$ cat config.mk
export PLATFORM = sky130hd
export DESIGN_NAME = ldpc5_syndrome_check
export DESIGN_NICKNAME = d
export VERILOG_FILES = /design/src/rtl/ldpc5_syndrome_check.sv
export SDC_FILE = /design/constraint.sdc
export NUM_CORES = 2
export LEC_CHECK = 0
export CAP_MARGIN = 0
export CORE_UTILIZATION = 32
export CTS_BUF_LIST = sky130_fd_sc_hd__clkbuf_4 sky130_fd_sc_hd__clkbuf_8
export CTS_CLUSTER_SIZE = 16
export DETAILED_ROUTE_END_ITERATION = 16
export DONT_BUFFER_PORTS = 1
export GPL_ROUTABILITY_DRIVEN = 1
export SLEW_MARGIN = 15
export SYNTH_ARGS = -nofsm -noshare
export SYNTH_HDL_FRONTEND = slang
export SYNTH_SLANG_ARGS = --single-unit
$ cat constraint.sdc
create_clock -name clk -period 5 [get_ports clk]
set_clock_uncertainty 0.1 [all_clocks]
set_input_delay 0.25 -clock clk [delete_from_list [all_inputs] [get_ports clk]]
set_output_delay 0.25 -clock clk [all_outputs]
set_load 0.02 [all_outputs]
$ cat src/rtl/ldpc5_syndrome_check.sv
// Receive-side parity check for the encoder5 quasi-cyclic LDPC code: regenerates
// the 360 parity bits from the received information bits and counts mismatches.
module ldpc5_syndrome_check #(
    parameter int GROUP    = 360,
    parameter int N_GROUPS = 12,
    parameter int ERR_W    = 9
) (
    input  logic             clk,
    input  logic             rst_n,
    input  logic             sof,
    input  logic             din_valid,
    input  logic             din,
    output logic             ready,
    output logic             done,
    output logic             check_ok,
    output logic [ERR_W-1:0] err_cnt,
    output logic [3:0]       rom_addr,
    input  logic [GROUP-1:0] rom_data
);

    localparam int              BIT_W    = $clog2(GROUP);
    localparam logic [BIT_W-1:0] LAST_BIT = BIT_W'(GROUP - 1);
    localparam logic [3:0]       LAST_GRP = 4'(N_GROUPS - 1);

    typedef enum logic [2:0] {
        S_IDLE,
        S_LOAD,
        S_INFO,
        S_PAR,
        S_DONE
    } state_t;

    state_t           state;
    logic [GROUP-1:0] acc;
    logic [GROUP-1:0] rot;
    logic [BIT_W-1:0] bit_idx;
    logic [3:0]       grp_idx;
    logic             load_cnt;

    logic take;
    logic par_mismatch;

    assign take = din_valid & ready;
    // Parity bits arrive MSB of the accumulator first.
    assign par_mismatch = din ^ acc[LAST_BIT - bit_idx];

    always_ff @(posedge clk or negedge rst_n) begin
        if (!rst_n) begin
            state    <= S_IDLE;
            ready    <= 1'b0;
            done     <= 1'b0;
            check_ok <= 1'b0;
            err_cnt  <= '0;
            rom_addr <= '0;
            acc      <= '0;
            rot      <= '0;
            bit_idx  <= '0;
            grp_idx  <= '0;
            load_cnt <= 1'b0;
        end else begin
            // NOTE: default-low assignment makes done a single-cycle pulse without
            // every branch having to clear it; later assignments in this block win.
            done <= 1'b0;

            if (sof) begin
                // sof outranks everything, so a bit accepted in the same cycle is dropped.
                state    <= S_LOAD;
                ready    <= 1'b0;
                check_ok <= 1'b0;
                err_cnt  <= '0;
                rom_addr <= '0;
                acc      <= '0;
                bit_idx  <= '0;
                grp_idx  <= '0;
                load_cnt <= 1'b0;
            end else begin
                case (state)
                    S_IDLE: begin
                        ready <= 1'b0;
                    end

                    S_LOAD: begin
                        // Wait one cycle for the address register, one for the ROM read.
                        if (load_cnt) begin
                            rot   <= rom_data;
                            state <= S_INFO;
                            ready <= 1'b1;
                        end else begin
                            load_cnt <= 1'b1;
                        end
                    end

                    S_INFO: begin
                        if (take) begin
                            if (din)
                                acc <= acc ^ rot;

                            if (bit_idx == '0 && grp_idx != LAST_GRP)
                                rom_addr <= grp_idx + 4'd1;

                            if (bit_idx == LAST_BIT) begin
                                bit_idx <= '0;
                                if (grp_idx == LAST_GRP) begin
                                    state <= S_PAR;
                                end else begin
                                    grp_idx <= grp_idx + 4'd1;
                                    rot     <= rom_data;
                                end
                            end else begin
                                bit_idx <= bit_idx + 1'b1;
                                rot     <= {rot[0], rot[GROUP-1:1]};
                            end
                        end
                    end

                    S_PAR: begin
                        if (take) begin
                            if (par_mismatch)
                                err_cnt <= err_cnt + 1'b1;

                            if (bit_idx == LAST_BIT) begin
                                bit_idx  <= '0;
                                state    <= S_DONE;
                                ready    <= 1'b0;
                                done     <= 1'b1;
                                check_ok <= (err_cnt == '0) && !par_mismatch;
                            end else begin
                                bit_idx <= bit_idx + 1'b1;
                            end
                        end
                    end

                    S_DONE: begin
                        state    <= S_IDLE;
                        rom_addr <= '0;
                    end

                    default: begin
                        state <= S_IDLE;
                        ready <= 1'b0;
                    end
                endcase
            end
        end
    end

endmodule

Word level (Yosys, flattened, before mapping):

Index checks and enable logic that the tools add are counted.

* register bits: 753
* latch bits: 0
* bits in writable memories: 0
* bits in read-only memories: 0
* input bits: 365
* output and inout port bits: 16
* word-level logic and storage cells: 118
* memories: 0

* add/sub/neg operators: 4
* multiply operators: 0
* divide/modulo/power cells: 0
* $lt $le $gt $ge: 1
* eq/ne operators: 20
* shift-type cells: 0
* muxes and demuxes: 51
* bitwise operators: 4
* reduce and logical (&&, ||, !) cells: 27

Operators by type and width (count)
* 2-to-1 mux 360 bit: 8
* case mux 360 bit (2 select lines): 1
* bitwise XOR 360 bit: 1
* 2-to-1 mux 9 bit: 8
* 2-to-1 mux 4 bit: 8
* inequality test 3 bit, second input constant: 8
* 2-to-1 mux 3 bit: 7
* adder 9 x 1 -> 9 bit, second input constant: 2
* logical NOT 9 bit: 2
* nonzero test 2 bit: 9
* 2-to-1 mux 1 bit: 15
* case mux 3 bit (4 select lines): 1
* AND reduction 3 bit: 4
* less-than comparator 9 x 10 -> 1 bit, second input constant: 1
* binary-select mux 1 bit (select 9 bit): 1
* == test 9 bit, second input constant: 1
* subtractor 9 bit, first input constant: 1
* inequality test 2 bit, second input constant: 4
* case mux 4 bit (2 select lines): 1
* AND reduction 4 bit: 2
* AND reduction 7 bit: 1
* == test 3 x 2 -> 1 bit, second input constant: 2
* AND reduction 5 bit: 1
* adder 4 x 1 -> 4 bit, second input constant: 1
* other kinds (15): 17

Logic depth before layout (Yosys ltp):

* word-level depth: 10
* gate-level depth with buffers: 14
* mapped depth without buffers: 12

Worst setup path after synthesis:

Ideal clock, no wire load.

* path kind: register to register
* start: register bit_idx[3]
* end: register err_cnt[8]
* library setup time: 0.127 ns
* data arrival time: 3.530 ns
* required time: 4.773 ns
* setup slack: 1.243 ns
* stages on the path, launching flop included: 15
* path buffers: 2
* clock period less this slack: 3.757 ns
* path through: dfrtp_1 -> clkbuf_1 -> clkinv_1 -> clkbuf_1 -> ha_1 -> xnor2_1 -> nand2_1 -> nor4_1 -> o21ai_1 -> a31oi_1 -> o31ai_1 -> a21oi_2 -> mux2_4 -> nand4_1 -> mux2_1

* longest elaborated chain between the ends: 6

Ends and longest elaborated chain
* from (decl): line 36 `logic [BIT_W-1:0] bit_idx;`
* from (signal assigned): line 110 `bit_idx <= bit_idx + 1'b1;`
* from (signal assigned): line 128 `bit_idx <= bit_idx + 1'b1;`
* subtractor 9 bit: line 45 `assign par_mismatch = din ^ acc[LAST_BIT - bit_idx];`
* binary-select mux 1 bit (select 9 bit): line 45
* 2-to-1 mux 1 bit (not written as such): line 45
* bitwise XOR 1 bit: line 45
* nonzero test 2 bit (no line)
* AND reduction 3 bit (no line)
* to (signal assigned): line 119 `err_cnt <= err_cnt + 1'b1;`
* to (decl): line 16 `output logic [ERR_W-1:0] err_cnt,`

Every way passes these cells. The select of a mux whose other input is x is not followed.
A chain may end at the register's enable or synchronous reset.

Worst setup path in the final report:

* start: register bit_idx[0]
* end: register err_cnt[2]

The elaborated chain is that of the path after synthesis.

==> flow_summary_export.csv <==
group,metric,value,unit
logic_synthesis,synth_nets,4378,
cells_and_area,nNetsFinal,4782,
cts,cts_resized,0,
global_routing,antenna_found_initial,12,
critical_path,critPathMaxFanout,32,
routing,detail-route-antenna-nets,0,
critical_path,crit_required,5630,ps
timing,hold_ws,70.91,ps
critical_path,reg2reg_from,"bit_idx[0]",
logic_synthesis,ys_warn_count,0,
critical_path,crit_chain,"buf_12 -> mux4_2 -> mux4_2 -> nand2_1 -> a21oi_1 -> a31oi_1 -> a31oi_1 -> a21oi_2 -> mux2i_1 -> or3_1 -> a21oi_1 -> dlygate4sd3_1",
logic_synthesis,synth_compound_area_frac,0.08636,
cts,clkSinkCount,753,
logic_synthesis,synth_edf_count,0,
cts,cts_tree,"built",
floorplanning,core_area,111300,um2
cts,cts_buffers,135,
cts,ctsRootBufferMaster,"clkbuf_8",
critical_path,crit_type,"flop to flop",
routing,drc,0,
logic_synthesis,synthTopCellsByArea,"dfrtp_1 (52%), nand2_1 (12%), xor2_1 (8.8%), nor2_1 (7.9%), a31oi_1 (6.3%)",
place,dp_hpwl,73980,um
logic_synthesis,synth_top_family_by_area,"simple AND/OR/NAND/NOR gates",
logic_synthesis,synth_mux_area_frac,0.05892,
global_routing,grt_usage,0.2001,
logic_synthesis,synthSimpleGateAreaFrac,0.2074,
logic_synthesis,yosysMostFrequentCell,"nand2_1",
logic_synthesis,yosys.area.top_type_share,0.5211,
floorplanning,num_rows,122,
floorplanning,dieArea,114400,um2
timing,fin_crit_sh,0.9376,
routing,wirelength,115500,um
cts,clock_latency,800,ps
global_routing,gr-total-overflow,0,
logic_synthesis,async_flop_share,1.000,
timing,rsz0062_at_grt,"false",
cts,clk_pin_slew_worst_paths,60,ps
critical_path,cp-end-kind,"flop",
pwr,p_leak,19.58,nW
pwr,comb_power_share,0.168,
routing,vias_per_cell,4.970,
logic_synthesis,syn_area,36160,um2
place,io_buffers,0,
floorplanning,start_util,0.3250,
min_path,hp-start,"rom_data[134]",
routing,drt_iter0_drc,2690,
timing,fmax,213.3,MHz
pwr,sw_frac_of_total,0.3191,
cells_and_area,syn_to_final_growth,25.95,%
timing,slew_violations,0,
min_path,hold_path_class,"input port to flop",
flow_run,maxCapViolCount,0,
global_routing,grt_pass1_wl,179200,um
logic_synthesis,yosysTopAreaCell,"dfrtp_1",
critical_path,critPathLaunchType,"flop",
cts,cts_setup_buffers,0,
global_routing,grt_max_degree,754,
cells_and_area,fin_area,45550,um2
logic_synthesis,synthXorXnorAreaFrac,0.09034,
logic_synthesis,ys.flop_type,"dfrtp_1",
timing,finalCriticalPeriod,4688,ps
logic_synthesis,synth.distinct_cells,57,
timing,max_slew_margin,0.05195,
critical_path,cp_slowest_stage_delay,800,ps
cts,ctsHoldBuffers,505,
pwr,seq_power_share,0.494,
floorplanning,ios,381,
timing,tns,0,ps
routing,vias,29820,
logic_synthesis,yosysSeqAreaShare,0.5211,
cts,clockBufferDepth,3,
pwr,p_clk_frac,0.338,
routing,wl_per_cell,19.25,um
pwr,total_power,18.26,mW
logic_synthesis,synthCells,4006,
timing,setup_viol,0,
critical_path,arrival,5320,ps
floorplanning,die_w,338.2,um
pwr,power_density,400.9,nW/um2
timing,tightest_slew,1422,ps
cts,htree_levels,4,
timing,hold_viol,0,
place,gp_congestion,0.8406,
logic_synthesis,synth_seq_cells,753,
place,placed_cell_area,37380,um2
logic_synthesis,syn_avg_cell_area,9.027,um2
pwr,p_int,12.43,mW
critical_path,crit_start,"bit_idx[0]",
logic_synthesis,synth_common_cells,"nand2_1 (1115), nor2_1 (760), dfrtp_1 (753), xor2_1 (365), a31oi_1 (364)",
routing,dr.pass1.iters,5,
pwr,switchingPower,5.827,mW
pwr,vdd_drop_max,0.1799,mV
critical_path,slowest_stage,"dfrtp_4",
cells_and_area,layout-drive-gt1-share,0.08010,
outcome,outcome,"complete, no violations",
global_routing,grt_pass1_vias,29820,
logic_synthesis,synth_fa_ha_area_frac,0.002422,
floorplanning,dieHeight,338.2,um
[power by group through the flow]
stage,Sequential [mW],Clock [mW],Combinational [mW]
floorplan,8.51,0,2.16
global placement,9.06,0,2.48
detailed placement,9.08,0,2.59
CTS,8.99,6.32,2.93
global route,9.21,6.59,3.51
finish,9.02,6.17,3.07
[worst max-delay path: cells and delay by family, from the launching register on]
| kind | cells | cell delay (ps) |
|---|---|---|
| compound gates | 5 | 970 |
| simple gates | 2 | 480 |
| buf+inv | 2 | 880 |
| mux | 3 | 1340 |
| flops | 1 | 800 |
[flip-flops by register name (all words and copies together), names as in the netlist, 3 cells and up]
| signal | flops |
|---|---|
| grp_idx | 4 |
| state | 3 |
| bit_idx | 9 |
| rot | 360 |
| err_cnt | 9 |
| acc | 360 |
| rom_addr | 4 |
[per-stage QoR]
step                  util  cells  setup slack (ps)
global route        0.4093   5999             21.51
finish              0.4093   5999             312.0
CTS                 0.4074   5985             220.9
global placement    0.3359   5246             699.1
floorplan                -   4006              1243
detailed placement  0.3359   5246             703.0
[cells in the final DEF, fill, tap and decap left out, types with 5 or more instances in the layout]
cell type         n
buf_4            20
a211oi_1          8
buf_12           18
o21ai_0          10
o221ai_1          6
nand4b_1          5
clkinv_2         10
inv_1            11
nand2_1        1113
o21ai_1           8
clkbuf_8        162
mux4_2           60
ha_1              7
mux2_1           12
inv_8             5
o22ai_1          24
a22oi_1           7
mux2_2            7
dlygate4sd3_1   506
a21oi_1          31
nor2_1          760
clkbuf_4         45
xor2_1          364
xnor2_1           7
dfrtp_1         749
nand3_1          10
nor4_1           12
o31ai_1           9
a31oi_1         364
mux2i_1          55
nor2b_1           8
a22o_1            7
nor3_1           10
buf_16            7
[cell families (layout without fill, tap and decap cells)]
| logic type | count (synthesis) | in the layout |
|---|---|---|
| flops | 753 | 753 |
| mux | 135 | 135 |
| xor+xnor | 373 | 373 |
| other cells | 0 | 4 |
| fa+ha+maj | 7 | 7 |
| simple gates | 1949 | 1949 |
| buf+inv | 297 | 798 |
| compound gates | 492 | 492 |
[final timing paths]
check,slack [ps],cells after the start,to
setup / recovery,310,12,err_cnt[2]
hold / removal,70,3,rot[134]
setup reg to reg,310,12,err_cnt[2]
hold reg to reg,440,2,acc[69]
max in group asynchronous,1740,6,rot[127]
min in group asynchronous,420,4,rot[306]
[cell type report]
cell class                      count  area, um2
Timing Repair Buffer              551       5768
Antenna cell                        4      10.01
Clock buffer                      207       2567
Fill cell                       10780      65730
Multi-Input combinational cell   2956      16150
Sequential cell                   753      18850
Clock inverter                     27      291.5
Inverter                           13      48.80
Tap cell                         1488       1862
[routing by layer]
| metal | part of all wire | track usage | up-vias | wire length (um) |
|---|---|---|---|---|
| li1 | - | - | 14020 | - |
| met1 | 0.44 | 0.2653 | 14660 | 50640 |
| met3 | 0.056 | 0.04026 | 232 | 6418 |
| met5 | 0.00091 | 0 | - | 105 |
| met2 | 0.47 | 0.3162 | 884 | 53870 |
| met4 | 0.038 | 0.08731 | 16 | 4430 |
(Power assumes the default switching activity.)
